$ cat config.mk
export PLATFORM = sky130hd
export DESIGN_NAME = plt_config_loader
export DESIGN_NICKNAME = d
export VERILOG_FILES = /design/src/rtl/plt_pkg.sv /design/src/rtl/plt_cfg_serializer.sv /design/src/rtl/plt_config_loader.sv
export SDC_FILE = /design/constraint.sdc
export NUM_CORES = 1
export LEC_CHECK = 0
export CAP_MARGIN = 15
export CORE_MARGIN = 3
export CORE_UTILIZATION = 50
export CTS_CLUSTER_SIZE = 12
export DETAILED_ROUTE_END_ITERATION = 6
export DONT_BUFFER_PORTS = 1
export GPL_TIMING_DRIVEN = 0
export PLACE_DENSITY = 0.64
export SYNTH_ARGS = -nofsm -noshare
export SYNTH_HDL_FRONTEND = slang
export SYNTH_SLANG_ARGS = --single-unit
$ cat constraint.sdc
create_clock -name clk -period 2 [get_ports clk]
set_input_delay 0.5 -clock clk [delete_from_list [all_inputs] [get_ports clk]]
set_output_delay 0.5 -clock clk [all_outputs]
set_load 0.01 [all_outputs]
$ cat src/rtl/plt_pkg.sv
// Shared definitions for the programmable LUT tree configuration loader.
// Verify states exist only when PLT_LOADER_READBACK_EN is defined.
package plt_pkg;

    localparam logic [1:0] PLT_MODE_CFG  = 2'b00;
    localparam logic [1:0] PLT_MODE_USE  = 2'b01;
    localparam logic [1:0] PLT_MODE_TEST = 2'b10;
    localparam logic [1:0] PLT_MODE_HOLD = 2'b11;

    typedef enum logic [2:0] {
        ST_IDLE,
        ST_CLEAR,
        ST_SHIFT,
        ST_COMMIT,
        ST_SCAN,
`ifdef PLT_LOADER_READBACK_EN
        ST_VERIFY_REQ,
        ST_VERIFY_CHK,
`endif
        ST_RUN
    } plt_state_t;

    // Each of the N-1 two-input LUTs takes a 4-bit truth table.
    function automatic int unsigned plt_cfg_width(input int unsigned n);
        return 4 * (n - 1);
    endfunction

endpackage

$ cat src/rtl/plt_cfg_serializer.sv
// Shadow register for the configuration word: parallel load, MSB-first
// left shift, and a bit counter flagging the final shift cycle.
module plt_cfg_serializer #(
    parameter int unsigned W = 28
) (
    input  logic         clk,
    input  logic         rst_n,
    input  logic         load,
    input  logic [W-1:0] load_data,
    input  logic         shift,
    output logic [W-1:0] data,
    output logic         msb,
    output logic         last
);

    localparam int unsigned   CW   = $clog2(W);
    localparam logic [CW-1:0] LAST = CW'(W - 1);

    logic [CW-1:0] cnt;

    always_ff @(posedge clk or negedge rst_n) begin
        if (!rst_n) begin
            data <= '0;
            cnt  <= '0;
        end else if (load) begin
            data <= load_data;
            cnt  <= '0;
        end else if (shift) begin
            data <= {data[W-2:0], 1'b0};
            cnt  <= cnt + 1'b1;
        end
    end

    assign msb  = data[W-1];
    assign last = (cnt == LAST);

endmodule

$ cat src/rtl/plt_config_loader.sv
// Loads a configuration word into the LUT tree over its serial or scan path.
// Optional readback check is enabled by defining PLT_LOADER_READBACK_EN.
module plt_config_loader
    import plt_pkg::*;
#(
    parameter  int unsigned N = 8,
    localparam int unsigned W = plt_cfg_width(N)
) (
    input  logic         clk,
    input  logic         rst_n,
    input  logic         cfg_valid,
    output logic         cfg_ready,
    input  logic [W-1:0] cfg_data,
    input  logic         cfg_scan,
    output logic [1:0]   plt_mode,
    output logic         plt_clear,
    output logic         plt_config_in,
    output logic [W-1:0] plt_scan_in,
    output logic         plt_scan_enable,
    output logic         busy,
`ifdef PLT_LOADER_READBACK_EN
    input  logic [W-1:0] plt_scan_out,
    output logic         verify_err,
`endif
    output logic         done
);

    plt_state_t   state, next_state;
    logic         accept;
    logic         scan_sel;
    logic [W-1:0] ser_data;
    logic         ser_msb;
    logic         ser_last;

    assign accept = cfg_valid && cfg_ready;

    plt_cfg_serializer #(
        .W(W)
    ) u_serializer (
        .clk      (clk),
        .rst_n    (rst_n),
        .load     (accept),
        .load_data(cfg_data),
        .shift    (state == ST_SHIFT),
        .data     (ser_data),
        .msb      (ser_msb),
        .last     (ser_last)
    );

    always_ff @(posedge clk or negedge rst_n) begin
        if (!rst_n) begin
            state    <= ST_IDLE;
            scan_sel <= 1'b0;
            done     <= 1'b0;
        end else begin
            state <= next_state;
            done  <= (next_state == ST_RUN) && (state != ST_RUN);
            if (accept) scan_sel <= cfg_scan;
        end
    end

    always_comb begin
        next_state = state;
        case (state)
            ST_IDLE:   if (accept) next_state = ST_CLEAR;
            ST_CLEAR:  next_state = scan_sel ? ST_SCAN : ST_SHIFT;
            ST_SHIFT:  if (ser_last) next_state = ST_COMMIT;
`ifdef PLT_LOADER_READBACK_EN
            ST_COMMIT,
            ST_SCAN:       next_state = ST_VERIFY_REQ;
            ST_VERIFY_REQ: next_state = ST_VERIFY_CHK;
            ST_VERIFY_CHK: next_state = ST_RUN;
`else
            ST_COMMIT,
            ST_SCAN:   next_state = ST_RUN;
`endif
            ST_RUN:    if (accept) next_state = ST_CLEAR;
            default:   next_state = ST_IDLE;
        endcase
    end

    always_comb begin
        cfg_ready       = 1'b0;
        plt_mode        = PLT_MODE_HOLD;
        plt_clear       = 1'b0;
        plt_config_in   = 1'b0;
        plt_scan_in     = '0;
        plt_scan_enable = 1'b0;
        busy            = 1'b0;
        case (state)
            ST_IDLE:   cfg_ready = 1'b1;
            ST_CLEAR: begin
                plt_clear = 1'b1;
                busy      = 1'b1;
            end
            ST_SHIFT: begin
                plt_mode      = PLT_MODE_CFG;
                plt_config_in = ser_msb;
                busy          = 1'b1;
            end
            ST_COMMIT: begin
                plt_mode = PLT_MODE_CFG;
                busy     = 1'b1;
            end
            ST_SCAN: begin
                plt_mode        = PLT_MODE_CFG;
                plt_scan_enable = 1'b1;
                plt_scan_in     = ser_data;
                busy            = 1'b1;
            end
`ifdef PLT_LOADER_READBACK_EN
            ST_VERIFY_REQ: begin
                plt_mode        = PLT_MODE_TEST;
                plt_scan_enable = 1'b1;
                busy            = 1'b1;
            end
            ST_VERIFY_CHK: begin
                plt_mode = PLT_MODE_TEST;
                busy     = 1'b1;
            end
`endif
            ST_RUN: begin
                plt_mode  = PLT_MODE_USE;
                cfg_ready = 1'b1;
            end
            default: ;
        endcase
    end

`ifdef PLT_LOADER_READBACK_EN
    // The shadow is consumed by the serial shift, so the readback target is
    // captured separately: the tree's shift register ends one bit past the word.
    logic [W-1:0] verify_exp;

    always_ff @(posedge clk or negedge rst_n) begin
        if (!rst_n) begin
            verify_err <= 1'b0;
            verify_exp <= '0;
        end else if (accept) begin
            verify_err <= 1'b0;
            verify_exp <= cfg_scan ? cfg_data : {cfg_data[W-2:0], 1'b0};
        end else if (state == ST_VERIFY_CHK) begin
            verify_err <= (plt_scan_out != verify_exp);
        end
    end
`endif

endmodule

# ---- Yosys cells after proc, flatten, opt, wreduce, memory -nomap -nowiden
# Index checks and enable logic that the tools add are counted.
dict set report totals {
  input_bits 32
  register_bits 38
  elab_cells 37
  output_inout_bits 36
}
dict set report classes {
  addsub 1
  muxes 15
  reduce_logical 8
  n_eq_ne 8
}
# op n
set op_table {}
lappend op_table {{28-bit two-way mux} 3}
lappend op_table {{3-bit case mux with 4 select lines} 1}
lappend op_table {{5-bit two-way mux} 2}
lappend op_table {{3-bit == test (second input constant)} 3}
lappend op_table {{3-bit two-way mux} 3}
lappend op_table {{3-bit by 2-bit == test with 1-bit output (second input constant)} 2}
lappend op_table {{5-bit by 1-bit adder with 5-bit output (second input constant)} 1}
lappend op_table {{5-bit == test (second input constant)} 1}
lappend op_table {{1-bit two-way mux} 5}
lappend op_table {{2-bit case mux with 2 select lines} 1}
lappend op_table {{2-bit OR reduction} 2}
lappend op_table {{4-bit OR reduction} 1}
lappend op_table {{3-bit by 1-bit == test with 1-bit output (second input constant)} 1}
lappend op_table {{3-bit logical NOT} 1}
lappend op_table {{3-bit != test (second input constant)} 1}
lappend op_table {{3-bit OR reduction} 1}
lappend op_table {{1-bit logical AND} 2}
lappend op_table {{2-bit nonzero test} 1}

# ---- Depth between registers and ports, before layout
# Gate-level depths: netlist (run 1).
dict set report depth {
  ltp_word 8
  mapped_depth 7
  mapped_depth_nobuf 4
}

# ---- By module
# Synthesis (run 1) repeated with hierarchy kept, for this count alone.
dict set report hier_totals {
  hier_cells 212
  hier_area_um2 2105.8
}
# module seq_area_each_um2 cells_each instances area_per_inst_um2
set modules_own_cells {}
lappend modules_own_cells {plt_cfg_serializer 825.8 146 1 1595.3}
lappend modules_own_cells {plt_config_loader 125.1 66 1 510.5}

# ---- Worst setup path after synthesis (run 1)
# No wires, ideal clock.
dict set report synth_timing {
  path_kind {register to output}
  startpoint {register state[1]}
  endpoint {output port plt_config_in}
  stages_incl_launch_ff 5
  slack_ps 202
  n_path_buf 2
  arrival_ps 1298
  required_ps 1500
  path_cell_list {dfrtp_1 -> clkbuf_1 -> nor3b_1 -> buf_2 -> and2_1}
}
dict set report synth_between {
  elab_chain_cells 2
}
# element line
set synth_rtl {}
lappend synth_rtl {{start, declared} plt_config_loader.sv:28} ;# plt_state_t state, next_state;
lappend synth_rtl {{start signal, assigned} plt_config_loader.sv:56} ;# state <= next_state;
lappend synth_rtl {{3-bit by 2-bit == test with 1-bit output} plt_config_loader.sv:90} ;# case (state)
lappend synth_rtl {{1-bit two-way mux} plt_config_loader.sv:90}
lappend synth_rtl {{end, declared} plt_config_loader.sv:17} ;# output logic plt_config_in,
# Every way passes these cells.

# ---- Worst setup path in the final report (run 1)
dict set report layout_timing {
  startpoint {register state[2]}
  endpoint {output port busy}
}
dict set report layout_between {
  elab_chain_cells 3
  elab_cells_between_ends 6
  cone_classes {4 x eq/ne; 1 x mux; 1 x reduce/logical}
}
# element line
set layout_rtl {}
lappend layout_rtl {{3-bit == test (tied with other cells)} plt_config_loader.sv:90}
lappend layout_rtl {{4-bit OR reduction (no source line) *} n/a}
lappend layout_rtl {{1-bit two-way mux *} plt_config_loader.sv:90}
lappend layout_rtl {{end, declared} plt_config_loader.sv:20} ;# output logic busy,
# Mark *: on every way between the ends. The rest lies on a longest branch, timed or not.

==> run_results.csv, run 1 <==
group,metric,value,unit
synth,ys_seq_elements,38,
critical_path,timing.rr.start,"state[0]",
die,die_w,69.2,um
placement,dp_hpwl,3290,um
cells_and_area,layout-drive-gt1-share,23.9,%
grt,antenna_found_initial,0,
synth,syn_inst,187,
route,wl_met3,235,um
synth,ys.flop_type,"dfrtp_1",
route,drtAntennaViolNets,0,
clock_network,numCtsBuffers,5,
cells_and_area,mostFrequentLayoutCells,"37 x dfrtp_1, 28 x and2_1, 25 x and3_1",
sta,tightest_slew,0.526,ns
cells_and_area,area_growth,13.1,%
clock_network,htree_levels,2,
critical_path,cp_top_family,"flip-flops",
placement,post-place-ws,-0.0624,ns
sta,fmaxAchievable,517,MHz
clock_network,clock_tree.buffer_depth,2,
critical_path,critPathLaunchType,"flop",
critical_path,critical_path.slowest_cell,"dfrtp_2",
worst_hold_path,holdCritPathClass,"primary input to async pin",
route,drt-met1-wl,2110,um
cells_and_area,postLayoutCellArea,2260,um2
critical_path,path_buf_inv,2,
critical_path,r2r_end,"u_serializer.data[27]",
sta,finalSetupViolations,0,
clock_network,cts_tree,"built",
sta,slew_headroom,64.8,%
clock_network,clock_sinks,38,
sta,slew_viol_final,0,
critical_path,worstPathArrival,1.43,ns
grt,grtUsageTotal,21.3,%
power,leakage,1.10,nW
sta,fin_crit_sh,96.7,%
critical_path,reg2reg_depth,7,
grt,grt_pass1_wl,8170,um
critical_path,crit_chain,"clkbuf_4, clkbuf_4, xnor2_1",
sta,fin_ws,0.0651,ns
synth,yosysUniqueCellTypes,32,
sta,finClkSkew,0.00835,ns
route,wl_per_cell,19.4,um
critical_path,cpMostUsedCell,"clkbuf_4",
critical_path,ff2ff_setup_slack,0.13,ns
synth,syn_avg_cell_area,10.7,um2
sta,fin_crit,1.93,ns
placement,port_buffers,0,
synth,synth_edf_count,0,
grt,grt_overflow,0,
cells_and_area,final_common_cell,"dfrtp_1",
grt,first_global_vias,1641,
cells_and_area,fin_nets,229,
die,pin_count,68,
status,status,"completed",
route,routed.top_layer,"met4",
critical_path,required,1.50,ns
die,initial_utilization,53.4,%
die,die_area,4790,um2
critical_path,cpPeakStageDelay,0.45,ns
clock_network,clkLatencyLatePin,0.30,ns
synth,synthArstFlopShare,100,%
synth,synth_fp_nets,220,
synth,synth_seq_area_share,47.6,%
route,dr.first_iter.drc_count,118,
placement,post_dp_cell_area,2060,um2
cells_and_area,fin_util,60.4,%
clock_network,cts_root_buffer,"clkbuf_8",
synth,yosys_warnings,0,
die,die_height,69.2,um
grt,grt_max_degree,39,
die,rows,22,
cells_and_area,antenna_cells,0,
critical_path,worstSetupPathType,"flop to primary output",
critical_path,critPathMaxFanout,10,
route,routed_wl,4750,um
critical_path,endpoint_kind,"primary output",
route,vias,1521,
route,first_pass_iters,4,
synth,netlist_area,2000,um2
route,wl_met2,2340,um
route,viasPerCell,6.21,
sta,hold_viol_final,0,
placement,place.gp.congestion,0.834,
power,pwr_density_cell,1670,nW/um2
run,max-cap-violations,0,
route,route.detailed.drc,0,
power,ir_drop,0.723,mV
die,core_area,3740,um2
clock_network,clk_pin_slew,0.08,ns
## worst register-to-register path, delay by kind of cell (launching register included)
kind / cells / cell delay, ns
buffers and inverters: 4 / 0.58
AOI/OAI and AO/OA: 2 / 0.42
DFF: 1 / 0.38
and+or+nand+nor: 1 / 0.36
## sequential cells by signal, indices dropped and copies added, names as in the netlist
signal	cells
state	3
u_serializer.cnt	5
done	1
u_serializer.data	28
scan_sel	1
## per-layer routing
layer / vias to the layer above / global-route usage [%]
met4: 0 / 7.59
met1: 772 / 26.9
met2: 45 / 33.9
met3: 8 / 7.39
li1: 696 / -
met5: - / 0
## where the power goes
part           leakage, nW  internal, mW  total, mW  switching (mW)
Clock               0.0482         0.278      0.551           0.273
Combinational        0.575         0.893       1.85           0.958
Sequential           0.477          1.12       1.37           0.254
Total                 1.10          2.29       3.77            1.48
## cells in the mapped netlist (3+ instances only)
| master | number | area share, % |
|---|---|---|
| a221o_1 | 20 | 10 |
| buf_2 | 3 | 0.75 |
| buf_6 | 3 | 1.7 |
| nand2_1 | 4 | 0.75 |
| dfrtp_1 | 38 | 48 |
| a221o_2 | 7 | 3.9 |
| a21oi_1 | 5 | 1.3 |
| clkbuf_1 | 10 | 1.9 |
| and3_1 | 28 | 8.8 |
| o21ai_0 | 6 | 1.5 |
| nor2_1 | 6 | 1.1 |
| xnor2_1 | 4 | 1.8 |
| and2_1 | 29 | 9.1 |
| inv_1 | 3 | 0.56 |
## kinds of logic (layout without fill, tap and decap cells)
group | Yosys count | after routing | share of synthesized area [%]
multiplexers | 2 | 2 | 1.06
buffers and inverters | 22 | 32 | 6.76
AO/OA/AOI/OAI | 41 | 41 | 17.9
adder cells (fa/ha/maj) | 1 | 1 | 0.626
XOR/XNOR | 5 | 5 | 2.19
flip-flops | 38 | 38 | 47.6
AND/OR/NAND/NOR | 78 | 78 | 23.9
## how the worst max path moves through the flow
stage	from	end	slack, ns	cells past startpoint
global route	state[1]	plt_config_in	-0.009	4
global placement	state[1]	plt_config_in	-0.07	4
detailed placement	state[1]	plt_config_in	-0.06	4
CTS	state[1]	plt_mode[0]	-0.02	5
finish	state[2]	busy	0.07	3
floorplan	state[1]	plt_config_in	0.20	4
## area by class of cell
class / count / area (um2)
repair buffers: 2 / 27.5
plain buffers: 19 / 159
multi-input cells: 127 / 958
clock inverters: 1 / 5.00
clock buffers: 7 / 86.3
well taps: 48 / 60.1
fillers: 348 / 1480
inverters: 3 / 11.3
flip-flops and latches: 38 / 952
## metrics by stage
stage / hold WS, ns / TNS (ns) / power (mW) / std cells
floorplan: 0.204 / 0 / 2.68 / 187
global placement: 0.205 / -0.125 / 2.98 / 235
detailed placement: 0.205 / -0.122 / 3.07 / 235
CTS: 0.0368 / -0.0152 / 3.72 / 244
global route: 0.0260 / -0.00890 / 4.06 / 245
finish: 0.0340 / 0 / 3.77 / 245
## what timing repair did
action,4_1_cts,5_1_grt
endpoints found under the setup margin,33,33
hold endpoints to repair,38,0
buffers inserted,0,1
cloned,0,0
hold buffers,1,0
gates resized for setup,18,18
pin swaps,0,0
Note: power is estimated with default switching activity, not from simulation.
==> inputs of run 2 (changes only) <==
--- a/config.mk
+++ b/config.mk
@@ -13,6 +13,7 @@
 export DONT_BUFFER_PORTS = 1
 export GPL_TIMING_DRIVEN = 0
 export PLACE_DENSITY = 0.64
+export RECOVER_POWER = 25
 export SYNTH_ARGS = -nofsm -noshare
 export SYNTH_HDL_FRONTEND = slang
 export SYNTH_SLANG_ARGS = --single-unit
==> run_results.csv, run 2 (synthesis gave the netlist of run 1 again) <==
group,metric,value,unit
route,routed_wl,4750,um
critical_path,r2r_end,"u_serializer.data[27]",
cells_and_area,mostFrequentLayoutCells,"37 x dfrtp_1, 28 x and2_1, 25 x and3_1",
route,first_pass_iters,4,
critical_path,endpoint_kind,"primary output",
cells_and_area,largest_register,"u_serializer.data",
clock_network,cts_root_buffer,"clkbuf_8",
placement,dp_hpwl,3290,um
cells_and_area,fin_nets,229,
route,wl_per_cell,19.4,um
grt,grt_max_degree,39,
placement,port_buffers,0,
power,ir_drop,0.725,mV
clock_network,cts_tree,"built",
route,route.detailed.drc,0,
grt,grtUsageTotal,21.3,%
status,status,"completed",
clock_network,clock_sinks,38,
die,die_area,4790,um2
critical_path,critPathLaunchType,"flop",
grt,antenna_found_initial,0,
sta,fmaxAchievable,516,MHz
critical_path,reg2reg_depth,7,
die,pin_count,68,
critical_path,ff2ff_setup_slack,0.13,ns
sta,hold_viol_final,0,
route,vias,1523,
cells_and_area,largest_reg_flops,28,
critical_path,required,1.50,ns
grt,grt_overflow,0,
cells_and_area,postLayoutCellArea,2240,um2
sta,fin_crit,1.94,ns
clock_network,clkLatencyLatePin,0.30,ns
critical_path,timing.rr.start,"state[0]",
sta,fin_ws,0.0634,ns
grt,grt_pass1_wl,8170,um
sta,finalSetupViolations,0,
cells_and_area,area_growth,12.3,%
sta,slew_headroom,36.9,%
critical_path,cp-startpoint,"state[2]",
sta,tightest_slew,0.947,ns
cells_and_area,antenna_cells,0,
worst_hold_path,holdCritPathClass,"primary input to flop",
route,viasPerCell,6.22,
route,drtAntennaViolNets,0,
sta,fin_crit_sh,96.8,%
die,die_height,69.2,um
run,max-cap-violations,0,
power,p_total,3.77,mW
critical_path,critPathMaxFanout,10,
power,pwr_density_cell,1680,nW/um2
placement,post_dp_cell_area,2060,um2
die,core_area,3740,um2
critical_path,worstPathArrival,1.44,ns
sta,slew_viol_final,0,
cells_and_area,reg_top3,"u_serializer.data x28, u_serializer.cnt x5, state x3",
die,initial_utilization,53.4,%
clock_network,clock_tree.buffer_depth,2,
critical_path,worstSetupPathType,"flop to primary output",
route,dr.first_iter.drc_count,144,
placement,post-place-ws,-0.0624,ns
cells_and_area,layout-drive-gt1-share,23.9,%
sta,hold_slack,0.326,ns
clock_network,numCtsBuffers,5,
die,rows,22,
power,leakage,1.09,nW
sta,fin_tns_setup,0,ns
critical_path,crit_path_end,"busy",
placement,place.gp.congestion,0.834,
sta,finClkSkew,0.00789,ns
cells_and_area,final_common_cell,"dfrtp_1",
clock_network,htree_levels,2,
clock_network,clk_pin_slew,0.08,ns
cells_and_area,n_fill_cell,350,
grt,first_global_vias,1641,
die,die_w,69.2,um
-- run 2: changes by cell type in the layout (fill, tap and decap cells not counted) --
cell / change
buf_12: -1
clkbuf_2: +1
-- run 2: how the worst min path moves through the flow --
stage / from / to / cells after the start
2_1_floorplan: rst_n / done / 0
3_3_place_gp: rst_n / done / 0
3_5_place_dp: rst_n / done / 0
4_1_cts: rst_n / done / 1
5_1_grt: cfg_data[0] / u_serializer.data[0] / 2
6_report: cfg_data[0] / u_serializer.data[0] / 2
-- run 2: routing by layer --
layer / wire length, um / GRT usage (%)
met4: 65 / 7.59
met1: 2150 / 26.9
met3: 216 / 7.39
met5: 0 / 0
met2: 2310 / 33.9
-- run 2: area by class of cell --
cell class | count | area [um2] | area share (%)
tap | 48 | 60.1 | 2.68
clock buffer | 7 | 86.3 | 3.85
multi-input combinational | 127 | 958 | 42.7
timing repair buffer | 2 | 12.5 | 0.557
buffer | 19 | 159 | 7.08
inverter | 3 | 11.3 | 0.502
clock inverter | 1 | 5.00 | 0.223
sequential | 38 | 952 | 42.4
-- run 2: metrics by stage --
stage	utilization, %	std cells
5_1_grt	60.0	245
3_5_place_dp	55.0	235
6_report	60.0	245
4_1_cts	59.1	244
3_3_place_gp	55.0	235
2_1_floorplan	-	187
-- run 2: report_power, final --
| part | switching (mW) | internal, mW |
|---|---|---|
| clock network | 0.269 | 0.278 |
| logic | 0.961 | 0.890 |
| registers | 0.253 | 1.12 |
-- run 2: what timing repair did --
item / CTS / global route
setup endpoints to repair: 33 / 33
hold buffers: 1 / 0
hold endpoints to repair: 38 / 0
buffers inserted: 0 / 1
resized for setup: 18 / 18
-- run 2: critical path, cell delays in order, from the launching register on --
cell	delay, ns
dfrtp_2	0.45
clkbuf_4	0.20
clkbuf_4	0.21
xnor2_1	0.28
